`src/rtl/uart_pkg.sv`:
```
// Shared UART receiver definitions: FSM state encoding and oversampling
// constants. The tick counter is 4 bits wide, so the tick constants are
// declared at that width.
package uart_pkg;

  typedef enum logic [2:0] {
    idle   = 3'd0,
    start  = 3'd1,
    data   = 3'd2,
    parity = 3'd3,
    stop   = 3'd4
  } state_t;

  localparam int         OVERSAMPLE = 16;
  localparam logic [3:0] MID_TICK   = 4'd7;
  localparam logic [3:0] LAST_TICK  = 4'd15;

endpackage

```
`src/rtl/uart_rx_sync.sv`:
```
// Two-flop synchronizer for the asynchronous rx line. Both flops reset to 1,
// which is the idle level of the line, so reset never fakes a start edge.
module uart_rx_sync (
  input  logic clk,
  input  logic reset,
  input  logic d,
  output logic q
);

  logic meta;

  // Two-stage capture of the asynchronous input, set to idle-high on reset.
  always_ff @(posedge clk or posedge reset) begin
    if (reset) begin
      meta <= 1'b1;
      q    <= 1'b1;
    end else begin
      meta <= d;
      q    <= meta;
    end
  end

endmodule

```
`src/rtl/uart_receiver.sv`:
```
// UART receiver: start bit, data_size data bits LSB-first, optional even
// parity bit, one stop bit, using a 16x oversampling tick.
// Optional feature macro: UART_RX_PARITY_EN adds the parity state and the
// parity_err output.
//
// Output handshake: no back-pressure. rx_done_tick is a one-cycle strobe in
// the cycle rx_dout takes its new value; frame_err / parity_err are one-cycle
// strobes for rejected frames, during which rx_dout keeps its old value.
module uart_receiver
  import uart_pkg::*;
#(
  parameter int data_size = 8
) (
  input  logic                 clk,
  input  logic                 reset,
  input  logic                 s_tick,
  input  logic                 rx,
  output logic [data_size-1:0] rx_dout,
  output logic                 rx_done_tick,
  output logic                 frame_err,
`ifdef UART_RX_PARITY_EN
  output logic                 parity_err,
`endif
  output state_t               state_dbg
);

  localparam int             BW       = $clog2(data_size + 1);
  localparam logic [BW-1:0]  LAST_BIT = BW'(data_size - 1);

  logic                 rx_s;
  state_t               state_q, state_n;
  logic [3:0]           tick_q, tick_n;
  logic [BW-1:0]        bit_q, bit_n;
  logic [data_size-1:0] shreg_q, shreg_n;
  logic [data_size-1:0] dout_n;
  logic                 done_n;
  logic                 ferr_n;
`ifdef UART_RX_PARITY_EN
  logic                 perr_n;
  logic                 pflag_q, pflag_n;
`endif

  uart_rx_sync u_sync (
    .clk   (clk),
    .reset (reset),
    .d     (rx),
    .q     (rx_s)
  );

  assign state_dbg = state_q;

  // State, counters, shift register and registered output strobes.
  always_ff @(posedge clk or posedge reset) begin
    if (reset) begin
      state_q      <= idle;
      tick_q       <= '0;
      bit_q        <= '0;
      shreg_q      <= '0;
      rx_dout      <= '0;
      rx_done_tick <= 1'b0;
      frame_err    <= 1'b0;
`ifdef UART_RX_PARITY_EN
      parity_err   <= 1'b0;
      pflag_q      <= 1'b0;
`endif
    end else begin
      state_q      <= state_n;
      tick_q       <= tick_n;
      bit_q        <= bit_n;
      shreg_q      <= shreg_n;
      rx_dout      <= dout_n;
      rx_done_tick <= done_n;
      frame_err    <= ferr_n;
`ifdef UART_RX_PARITY_EN
      parity_err   <= perr_n;
      pflag_q      <= pflag_n;
`endif
    end
  end

  // Next-state and datapath decisions; everything advances only on s_tick.
  always_comb begin
    state_n = state_q;
    tick_n  = tick_q;
    bit_n   = bit_q;
    shreg_n = shreg_q;
    dout_n  = rx_dout;
    done_n  = 1'b0;
    ferr_n  = 1'b0;
`ifdef UART_RX_PARITY_EN
    perr_n  = 1'b0;
    pflag_n = pflag_q;
`endif
    case (state_q)
      idle: begin
        tick_n = '0;
        bit_n  = '0;
`ifdef UART_RX_PARITY_EN
        pflag_n = 1'b0;
`endif
        if (!rx_s) state_n = start;
      end
      start: begin
        if (s_tick) begin
          if (tick_q == MID_TICK) begin
            // Mid start bit: a high line here was only a glitch.
            tick_n  = '0;
            state_n = rx_s ? idle : data;
          end else begin
            tick_n = tick_q + 4'd1;
          end
        end
      end
      data: begin
        if (s_tick) begin
          if (tick_q == LAST_TICK) begin
            shreg_n = {rx_s, shreg_q[data_size-1:1]};
            tick_n  = '0;
            bit_n   = bit_q + 1'b1;
            if (bit_q == LAST_BIT) begin
`ifdef UART_RX_PARITY_EN
              state_n = parity;
`else
              state_n = stop;
`endif
            end
          end else begin
            tick_n = tick_q + 4'd1;
          end
        end
      end
`ifdef UART_RX_PARITY_EN
      parity: begin
        if (s_tick) begin
          if (tick_q == LAST_TICK) begin
            // Even parity: the parity bit must equal the XOR of the data.
            tick_n  = '0;
            pflag_n = (rx_s != (^shreg_q));
            state_n = stop;
          end else begin
            tick_n = tick_q + 4'd1;
          end
        end
      end
`endif
      stop: begin
        if (s_tick) begin
          if (tick_q == LAST_TICK) begin
            tick_n  = '0;
            state_n = idle;
            ferr_n  = !rx_s;
`ifdef UART_RX_PARITY_EN
            perr_n  = pflag_q;
            if (rx_s && !pflag_q) begin
              dout_n = shreg_q;
              done_n = 1'b1;
            end
`else
            if (rx_s) begin
              dout_n = shreg_q;
              done_n = 1'b1;
            end
`endif
          end else begin
            tick_n = tick_q + 4'd1;
          end
        end
      end
      default: begin
        state_n = idle;
      end
    endcase
  end

endmodule

```
`config.mk`:
```
export PLATFORM = sky130hd
export DESIGN_NAME = uart_receiver
export DESIGN_NICKNAME = d
export VERILOG_FILES = /design/src/rtl/uart_pkg.sv /design/src/rtl/uart_rx_sync.sv /design/src/rtl/uart_receiver.sv
export SDC_FILE = /design/constraint.sdc
export NUM_CORES = 1
export LEC_CHECK = 0
export BUFFER_PORTS_ARGS = -buffer_cell sky130_fd_sc_hd__buf_2
export CAP_MARGIN = 25
export CORE_ASPECT_RATIO = 0.8
export CORE_MARGIN = 1
export CORE_UTILIZATION = 56
export CTS_BUF_LIST = sky130_fd_sc_hd__clkbuf_16
export DETAILED_ROUTE_END_ITERATION = 8
export GPL_ROUTABILITY_DRIVEN = 0
export PLACE_DENSITY = 0.77
export SETUP_SLACK_MARGIN = 0.4
export SYNTH_ARGS = -nofsm -noshare
export SYNTH_HDL_FRONTEND = slang
export SYNTH_SLANG_ARGS = --single-unit
export TNS_END_PERCENT = 10
```
`constraint.sdc`:
```
create_clock -name clk -period 2.4 [get_ports clk]
set_clock_uncertainty 0.2 [all_clocks]
set_input_delay 0 -clock clk [delete_from_list [all_inputs] [get_ports clk]]
set_output_delay 0 -clock clk [all_outputs]
set_load 0.03 [all_outputs]
```
=== Word level (Yosys, flattened, before mapping) ===
Index checks and enable logic that the tools add are counted.

* Reductions and logical operators: 10
* $add $sub $neg: 2
* Equal/unequal tests: 15
* Muxes and demuxes: 25

{| class="wikitable"
|+ Operators by type and width
! cell !! number
|-
| $mux 3 || 8
|-
| $mux 4 || 6
|-
| $ne 2x2->1 const B || 8
|-
| $pmux 3 s4 || 1
|-
| $pmux 4 s3 || 1
|-
| $reduce_and 3->1 || 3
|-
| $add 4x1->4 const B || 2
|-
| $eq 4x3->1 const B || 2
|-
| $pmux 4 s2 || 1
|-
| $reduce_and 8->1 || 1
|-
| $mux 1 || 7
|-
| $eq 4x4->1 const B || 1
|-
| $reduce_and 4->1 || 1
|-
| $eq 3x1->1 const B || 1
|-
| $eq 3x2->1 const B || 1
|-
| $eq 3x3->1 const B || 1
|-
| $logic_not 3->1 || 1
|-
| $reduce_bool 3->1 || 1
|-
| $mux 2 || 1
|-
| $ne 2x1->1 const B || 1
|-
| $reduce_bool 2->1 || 1
|-
| $reduce_or 2->1 || 1
|-
| $logic_not 1->1 || 1
|}

* Logic and storage cells: 61
* Register bits after elaboration: 31
* Output and inout port bits: 13
* Input bits: 4

=== Longest topological paths before layout ===
Gate-level depths: netlist of run 1.

* Word-level depth: 5
* Mapped depth: 6
* Mapped depth without buffers: 6

=== Hierarchy ===
From an unflattened synthesis of run 1, not the netlist that was laid out.

* Cell total of the unflattened synthesis: 123
* Area total of the unflattened synthesis: 1477.7 sq um

{| class="wikitable"
|+ Modules (own cells, without submodules)
! module !! times used !! area an instance (sq um) !! cells each !! sequential area each (sq um)
|-
| uart_receiver || 1 || 1421.4 || 120 || 725.7
|-
| uart_rx_sync || 1 || 56.3 || 3 || 52.6
|}

=== Worst setup path before layout of run 1 ===
No wires, ideal clock.

* Path type: reg-to-reg
* From: register state_q[2] (netlist: state_dbg[2])
* To: register state_q[1] (netlist: state_dbg[1])
* Arrival: 1741 ps
* Period minus slack after synthesis: 2065 ps
* Stages on the path, launching flop included: 7
* Setup time: 125 ps
* Slack: 335 ps
* Cell sequence: dfrtp_1 > buf_2 > nor2_1 > o211ai_1 > o31ai_1 > a2111oi_2 > mux2_2

* Cells in the longest elaborated chain, start to end: 3
* Elaborated cells between the ends (all ways): 14

{| class="wikitable"
|+ RTL lines
! what !! line !! source
|-
| from (decl) || uart_receiver.sv:31 || <nowiki>state_t state_q, state_n;</nowiki>
|-
| from (signal assigned) || uart_receiver.sv:55 || <nowiki>state_q <= idle;</nowiki>
|-
| from (signal assigned) || uart_receiver.sv:67 || <nowiki>state_q <= state_n;</nowiki>
|-
| $eq 3x2->1 (tied with other cells) || uart_receiver.sv:94 || <nowiki>case (state_q)</nowiki>
|-
| $ne 2x2->1 (no line) || n/a ||
|-
| $reduce_and 8->1 (no line) || n/a ||
|}

Parallel ways exist; a longest one is shown, timed or not.
A chain may end at the register's enable or synchronous reset.

=== Final worst setup path of run 1 ===
* From: register state_q[1] (netlist: state_dbg[1])
* To: register state_q[0] (netlist: state_dbg[0])

Same word-level chain as after synthesis.

==> results of run 1 <==
==> layer usage <==
layer / wire, um / vias up / share of wire (%)
met2: 1250 / 36 / 47
met5: 0 / - / 0
met1: 1200 / 490 / 45
met3: 140 / 8 / 5.3
met4: 55 / 0 / 2.1
li1: - / 471 / -
==> worst reg2reg max path, cell delays in order (launching register included) <==
cell and delay [ns]:
dfrtp_2 0.43, or3_4 0.41, o211ai_1 0.12, a21oi_2 0.09, nor3_4 0.27, mux2_4 0.34
==> timing repair <==
item	in CTS	in global routing
hold buffers	3	0
setup endpoints to repair	18	18
gates resized for setup	0	8
pin swaps	1	2
endpoints found under the hold margin	16	0
setup buffers	2	6
==> logic make-up after synthesis <==
family                   count (synthesis)  synth area share [%]
AND/OR/NAND/NOR                         32                  14.0
XOR/XNOR                                 3                  1.85
flip-flops                              31                  54.8
adder cells (fa/ha/maj)                  2                  1.76
multiplexers                            21                  16.6
buffers and inverters                    7                  2.38
AO/OA/AOI/OAI                           16                  8.63
==> sequential cells by signal, summed over array words and instances (netlist names) <==
register and cells:
bit_q 4, frame_err 1, rx_done_tick 1, rx_dout 8, shreg_q 8, state_dbg 3, tick_q 4, u_sync.meta 1
u_sync.q 1
==> how the worst max path moves through the flow <==
stage	cells past startpoint	slack [ns]	to	startpoint
floorplan	5	0.42	state_dbg[1]$_DFFE_PP0P_	state_dbg[0]$_DFFE_PP0P_
global placement	5	0.36	state_dbg[2]$_DFFE_PP0P_	state_dbg[0]$_DFFE_PP0P_
detailed placement	5	0.30	state_dbg[0]$_DFFE_PP0P_	state_dbg[0]$_DFFE_PP0P_
CTS	7	0.35	bit_q[3]$_DFFE_PP0P_	tick_q[0]$_DFFE_PP0P_
global route	5	0.33	state_dbg[0]$_DFFE_PP0P_	state_dbg[0]$_DFFE_PP0P_
finish	5	0.41	state_dbg[0]$_DFFE_PP0P_	state_dbg[1]$_DFFE_PP0P_
==> power by group through the flow <==
stage	Sequential [W]	Combinational [W]	Clock (W)
3_5_place_dp	0.000632	0.000326	0
3_3_place_gp	0.000630	0.000313	0
6_report	0.000603	0.000469	0.000564
5_1_grt	0.000607	0.000506	0.000597
4_1_cts	0.000602	0.000377	0.000575
2_1_floorplan	0.000618	0.000278	0
==> layout make-up <==
cell class / instances / area [um^2]
Timing Repair Buffer: 30 / 193
Fill cell: 120 / 457
Sequential cell: 31 / 783
Clock inverter: 3 / 11.3
Inverter: 3 / 11.3
Clock buffer: 5 / 125
Tap cell: 34 / 42.5
Multi-Input combinational cell: 74 / 648
==> metrics by stage <==
step	instances	utilization (%)	worst slack [ns]	hold WS (ns)
after global placement	161	68.1	0.364	-0.135
after floorplan	112	-	0.424	-0.196
final	180	79.9	0.412	0.128
after CTS	174	76.1	0.353	0.148
after global routing	180	79.9	0.331	0.163
after detailed placement	161	68.1	0.301	-0.130
==> cell usage in the layout, fill, tap and decap left out, drive strengths merged, types with 3 or more instances in the layout <==
cell type / n
mux2: 20
nor2: 11
buf: 27
nand2: 5
nand3: 3
a22o: 3
clkbuf: 5
o21ai: 5
dfrtp: 29
xor2: 3
inv: 4
o211ai: 3
dlygate4sd3: 3
==> flow_summary.toml, run 1 <==
[run_status]
status = "complete, no violations"

[floorplanning]
dieHeight_um = 47.0
core_area_mm2 = 0.00227
die_w_um = 58.3
rows = 15
start_util_pct = 62.5
io_pins = 17
die-area_mm2 = 0.00274

[synthesis]
yosys_register_bits = 31
yosys-top-cells-area = "dfrtp_1 51%, mux2_2 16%, dfstp_2 3.7%, nor2_1 2.6%, a22o_1 1.9%"
syn_nets = 118
post-synth-top-count-cell = "dfrtp_1"
synth_area_mm2 = 0.00142
synthCells = 112
yosysWarnings = 0
synthArstFlopShare_pct = 100
yosysUniqueCellTypes = 33
ys_seq_area_share_pct = 54.8
synth_edf_count = 0
synth_area_leader_cell = "dfrtp_1"
synth_area_per_cell_um2 = 12.7
ys.flop_type = "dfrtp_1"
synth_top_area_share_pct = 51.1
synth_common_cells = "29 x dfrtp_1, 20 x mux2_2, 10 x nor2_1"

[cts]
clockBufferDepth = 2
cts.sinks = 31
clk_pin_slew_ns = 0.05
cts_inserted_buffers = 5
cts_root_buf = "clkbuf_16"
cts_tree = "built"
clk_latency_ns = 0.27
cts.htree.levels = 2

[timing]
rsz0062_at_grt = "yes"
max_freq_mhz = 503
hold_violations = 0
period_share_pct = 82.8
tightest_slew_ns = 0.555
slew_headroom_pct = 62.7
fin_setup_tns_ns = 0
setup_violations = 0
drv_slew = 0
layout_min_cycle_time_ns = 1.99

[drt]
drc = 0
drt-total-wl_mm = 2.65
via_count = 1005
wl_per_cell_um = 14.7
first_pass_iters = 4
drt_iter0_drc = 54
vias_per_cell = 5.58
ant_nets = 0

[global_route]
grt.busiest_layer = "met2"
grt_pass1_wl_mm = 4.11
use_met2_pct = 34.7
grt_usage_pct = 20.7
antenna_found_initial = 0
grt_pass1_vias = 913
grt_max_degree = 18
gr-usage-met1_pct = 26.3
use_met3_pct = 6.06
grt-ovfl-total = 0

[power_and_ir_drop]
ir_drop_mv = 0.541
internal_power_w = 0.00114
powerDensity_mw_per_mm2 = 901
p_leak_nw = 0.896
p_seq_share_pct = 36.9
combinationalPowerShare_pct = 28.7
switchingPower_w = 0.000495
total_power_w = 0.00164
p_sw_share_pct = 30.2
clock_power_share_pct = 34.5

[setup_path]
critPathMaxStageDelay_ns = 0.43
ff2ff_path_depth = 5
worst_path_dominant_cell_family = "simple AND/OR/NAND/NOR gates"
cp_max_fo = 6
rrSetupSlack_ns = 0.41
crit_required_ns = 2.34
worstPathCellList = "or3_4 -> o211ai_1 -> a21oi_2 -> nor3_4 -> mux2_4"
cp.arrival_ns = 1.93
reg2reg_from = "state_dbg[1]$_DFFE_PP0P_"
endpoint_kind = "flip-flop"
regToRegEndpoint = "state_dbg[0]$_DFFE_PP0P_"
path_buf_inv = 0
startpoint_type = "flip-flop"
path_class = "flip-flop to flip-flop"
cp_slowest_cell = "dfrtp_2"

[placed_design]
detailed_place_hpwl_mm = 1.64
dpl_cell_area_mm2 = 0.00155
port_buffers = 16

[finish]
design_area_mm2 = 0.00181
fin_nets = 151
syn2layout_area_growth_pct = 27.8
drive_above_1_share_pct = 45.9
num_antenna_cells = 0

[run]
maxCapViolCount = 0

[min_path]
min_path_type = "input pin to async pin"
Note: power is estimated with default switching activity, not from simulation.
==> run 2, diff against run 1 <==
--- a/config.mk
+++ b/config.mk
@@ -5,15 +5,16 @@
 export SDC_FILE = /design/constraint.sdc
 export NUM_CORES = 1
 export LEC_CHECK = 0
+export ABC_AREA = 1
 export BUFFER_PORTS_ARGS = -buffer_cell sky130_fd_sc_hd__buf_2
 export CAP_MARGIN = 25
 export CORE_ASPECT_RATIO = 0.8
 export CORE_MARGIN = 1
-export CORE_UTILIZATION = 56
+export CORE_UTILIZATION = 51
 export CTS_BUF_LIST = sky130_fd_sc_hd__clkbuf_16
 export DETAILED_ROUTE_END_ITERATION = 8
 export GPL_ROUTABILITY_DRIVEN = 0
-export PLACE_DENSITY = 0.77
+export PLACE_DENSITY = 0.74
 export SETUP_SLACK_MARGIN = 0.4
 export SYNTH_ARGS = -nofsm -noshare
 export SYNTH_HDL_FRONTEND = slang
==> constraint.sdc (replaced) <==
create_clock -name clk -period 1.8 [get_ports clk]
set_clock_uncertainty 0.2 [all_clocks]
set_input_delay 0 -clock clk [delete_from_list [all_inputs] [get_ports clk]]
set_output_delay 0 -clock clk [all_outputs]
set_load 0.03 [all_outputs]
==> flow_summary.toml, run 2 <==
[synthesis]
yosys_register_bits = 31
synth_top_area_share_pct = 46.2
syn_nets = 179
synthArstFlopShare_pct = 100
ys.flop_type = "dfrtp_1"
synth_area_mm2 = 0.00157
synth_area_per_cell_um2 = 9.08
ys_seq_area_share_pct = 49.6
synth_area_leader_cell = "dfrtp_1"
synth_edf_count = 0
synth_common_cells = "47 x nand2_1, 29 x dfrtp_1, 23 x nand3_1"
yosysWarnings = 0
yosys-top-cells-area = "dfrtp_1 46%, nand2_1 11%, o21ai_2 7.8%, nand3_1 7.3%, dfstp_2 3.3%"
post-synth-top-count-cell = "nand2_1"
yosysUniqueCellTypes = 24
synthCells = 173

[finish]
fin_nets = 209
final_cell_count_no_fill = 242
syn2layout_area_growth_pct = 22.9
reg.largest.list = "rx_dout x8, shreg_q x8"
fillers = 220
drive_above_1_share_pct = 33.8
final_cell_mix = "47 x nand2_1, 26 x dfrtp_1, 23 x nand3_1"
num_antenna_cells = 0
final_common_cell = "nand2_1"

[timing]
tightest_slew_ns = 0.373
setup_violations = 0
max_freq_mhz = 631
fin_setup_tns_ns = 0
period_share_pct = 88.1
drv_slew = 0
layout_min_cycle_time_ns = 1.58
rsz0062_at_grt = "yes"
hold_violations = 0
slew_headroom_pct = 75.1

[setup_path]
path_class = "flip-flop to flip-flop"
cp.arrival_ns = 1.55
reg2reg_from = "tick_q[1]$_DFFE_PP0P_"
endpoint_kind = "flip-flop"
cp_max_fo = 12
crit_start = "tick_q[1]$_DFFE_PP0P_"
ff2ff_path_depth = 7
crit_required_ns = 1.76
startpoint_type = "flip-flop"

[cts]
cts_tree = "built"
clk_pin_slew_ns = 0.05
clk_latency_ns = 0.27
cts.htree.levels = 2
clockBufferDepth = 2
cts.sinks = 31
cts_inserted_buffers = 5
cts_root_buf = "clkbuf_16"

[drt]
drt_iter0_drc = 112
drc = 0
first_pass_iters = 4
via_count = 1261
drt-total-wl_mm = 3.09
wl_per_cell_um = 12.8
vias_per_cell = 5.21
ant_nets = 0

[floorplanning]
start_util_pct = 55.1
core_area_mm2 = 0.00285
dieHeight_um = 51.6
die_w_um = 64.0
io_pins = 17
die-area_mm2 = 0.00331
rows = 17

[min_path]
min_path_type = "input pin to flip-flop"
whs_path_depth = 3
hold_start = "s_tick"

[power_and_ir_drop]
combinationalPowerShare_pct = 31.9
internal_power_w = 0.00148
ir_drop_mv = 0.704
powerDensity_mw_per_mm2 = 1230
switchingPower_w = 0.000888
p_leak_nw = 0.983
p_sw_share_pct = 37.4
p_seq_share_pct = 36.2
clock_power_share_pct = 31.9

[run]
maxCapViolCount = 0

[placed_design]
placed_cells = 225
detailed_place_hpwl_mm = 2.02
port_buffers = 16

[global_route]
antenna_found_initial = 0
grt_pass1_wl_mm = 5.18
grt_usage_pct = 21.6
grt_max_degree = 32
grt_pass1_vias = 1148
grt-ovfl-total = 0

[run_status]
status = "complete, no violations"
-- run 2: power groups by stage --
stage | combinational (W) | clock [W] | sequential (W)
after floorplan | 0.000540 | 0 | 0.000879
after global placement | 0.000667 | 0 | 0.000865
after detailed placement | 0.000680 | 0 | 0.000870
after CTS | 0.000715 | 0.000779 | 0.000856
after global routing | 0.000841 | 0.000807 | 0.000867
final | 0.000756 | 0.000758 | 0.000859
-- run 2: timing repair --
| action | in CTS | in global routing |
|---|---|---|
| hold buffers | 3 | 0 |
| pin swaps | 1 | 1 |
| endpoints found under the hold margin | 36 | 0 |
| buffers inserted | 5 | 1 |
| resized for setup | 1 | 1 |
| setup endpoints to repair | 29 | 29 |
| cloned | 0 | 0 |
-- run 2: path summary, 6_finish.rpt --
check                                               to  slack, ns
worst max-delay path            rx_dout[6]$_DFFE_PP0P_       0.22
worst min-delay path               frame_err$_DFF_PP0_       0.06
worst max register to register  rx_dout[6]$_DFFE_PP0P_       0.22
worst min register to register      u_sync.q$_DFF_PP1_       0.16
max in group asynchronous        u_sync.meta$_DFF_PP1_       0.94
min in group asynchronous       shreg_q[0]$_DFFE_PP0P_       0.15
-- run 2: layer usage --
| layer | share of wire [%] | track usage (%) | vias to the layer above |
|---|---|---|---|
| li1 | - | - | 621 |
| met1 | 43 | 27.1 | 577 |
| met2 | 47 | 31.6 | 52 |
| met3 | 7.3 | 7.89 | 11 |
| met4 | 2.9 | 14.4 | 0 |
| met5 | 0 | 0 | - |
-- run 2: final cells by class --
class | instances | area, um^2 | area share (%)
timing repair buffer | 26 | 175 | 9.08
clock inverter | 3 | 11.3 | 0.584
inverter | 18 | 70.1 | 3.63
sequential | 31 | 782 | 40.5
multi-input combinational | 121 | 718 | 37.2
clock buffer | 5 | 125 | 6.49
tap | 38 | 47.5 | 2.46
-- run 2: logic make-up after synthesis --
logic type | count (synthesis) | synth area share (%)
buffers and inverters | 21 | 6.22
xor gates and xnor gates | 2 | 1.12
and+or+nand+nor | 97 | 31.3
adders and majority gates | 2 | 1.59
DFF | 31 | 49.6
AOI/OAI and AO/OA | 20 | 10.2
-- run 2: critical path, cell delays in order (launching register included) --
cell and delay, ns:
dfrtp_1 0.39, ha_4 0.17, nand3_4 0.12, nor2_8 0.17, nand4_4 0.13, buf_12 0.18, nand2_1 0.07, o21ai_2 0.05
-- run 2: through the flow --
stage / area [um^2] / total power [W] / utilization (%) / hold slack, ns / setup WS, ns
final: 1930 / 0.00237 / 67.7 / 0.0608 / 0.215
after global routing: 1930 / 0.00252 / 67.7 / 0.0581 / 0.122
after CTS: 1920 / 0.00235 / 67.3 / 0.0402 / 0.207
after detailed placement: 1690 / 0.00155 / 59.4 / -0.108 / 0.127
after global placement: 1690 / 0.00153 / 59.4 / -0.112 / 0.197
after floorplan: 1590 / 0.00142 / - / -0.196 / 0.296
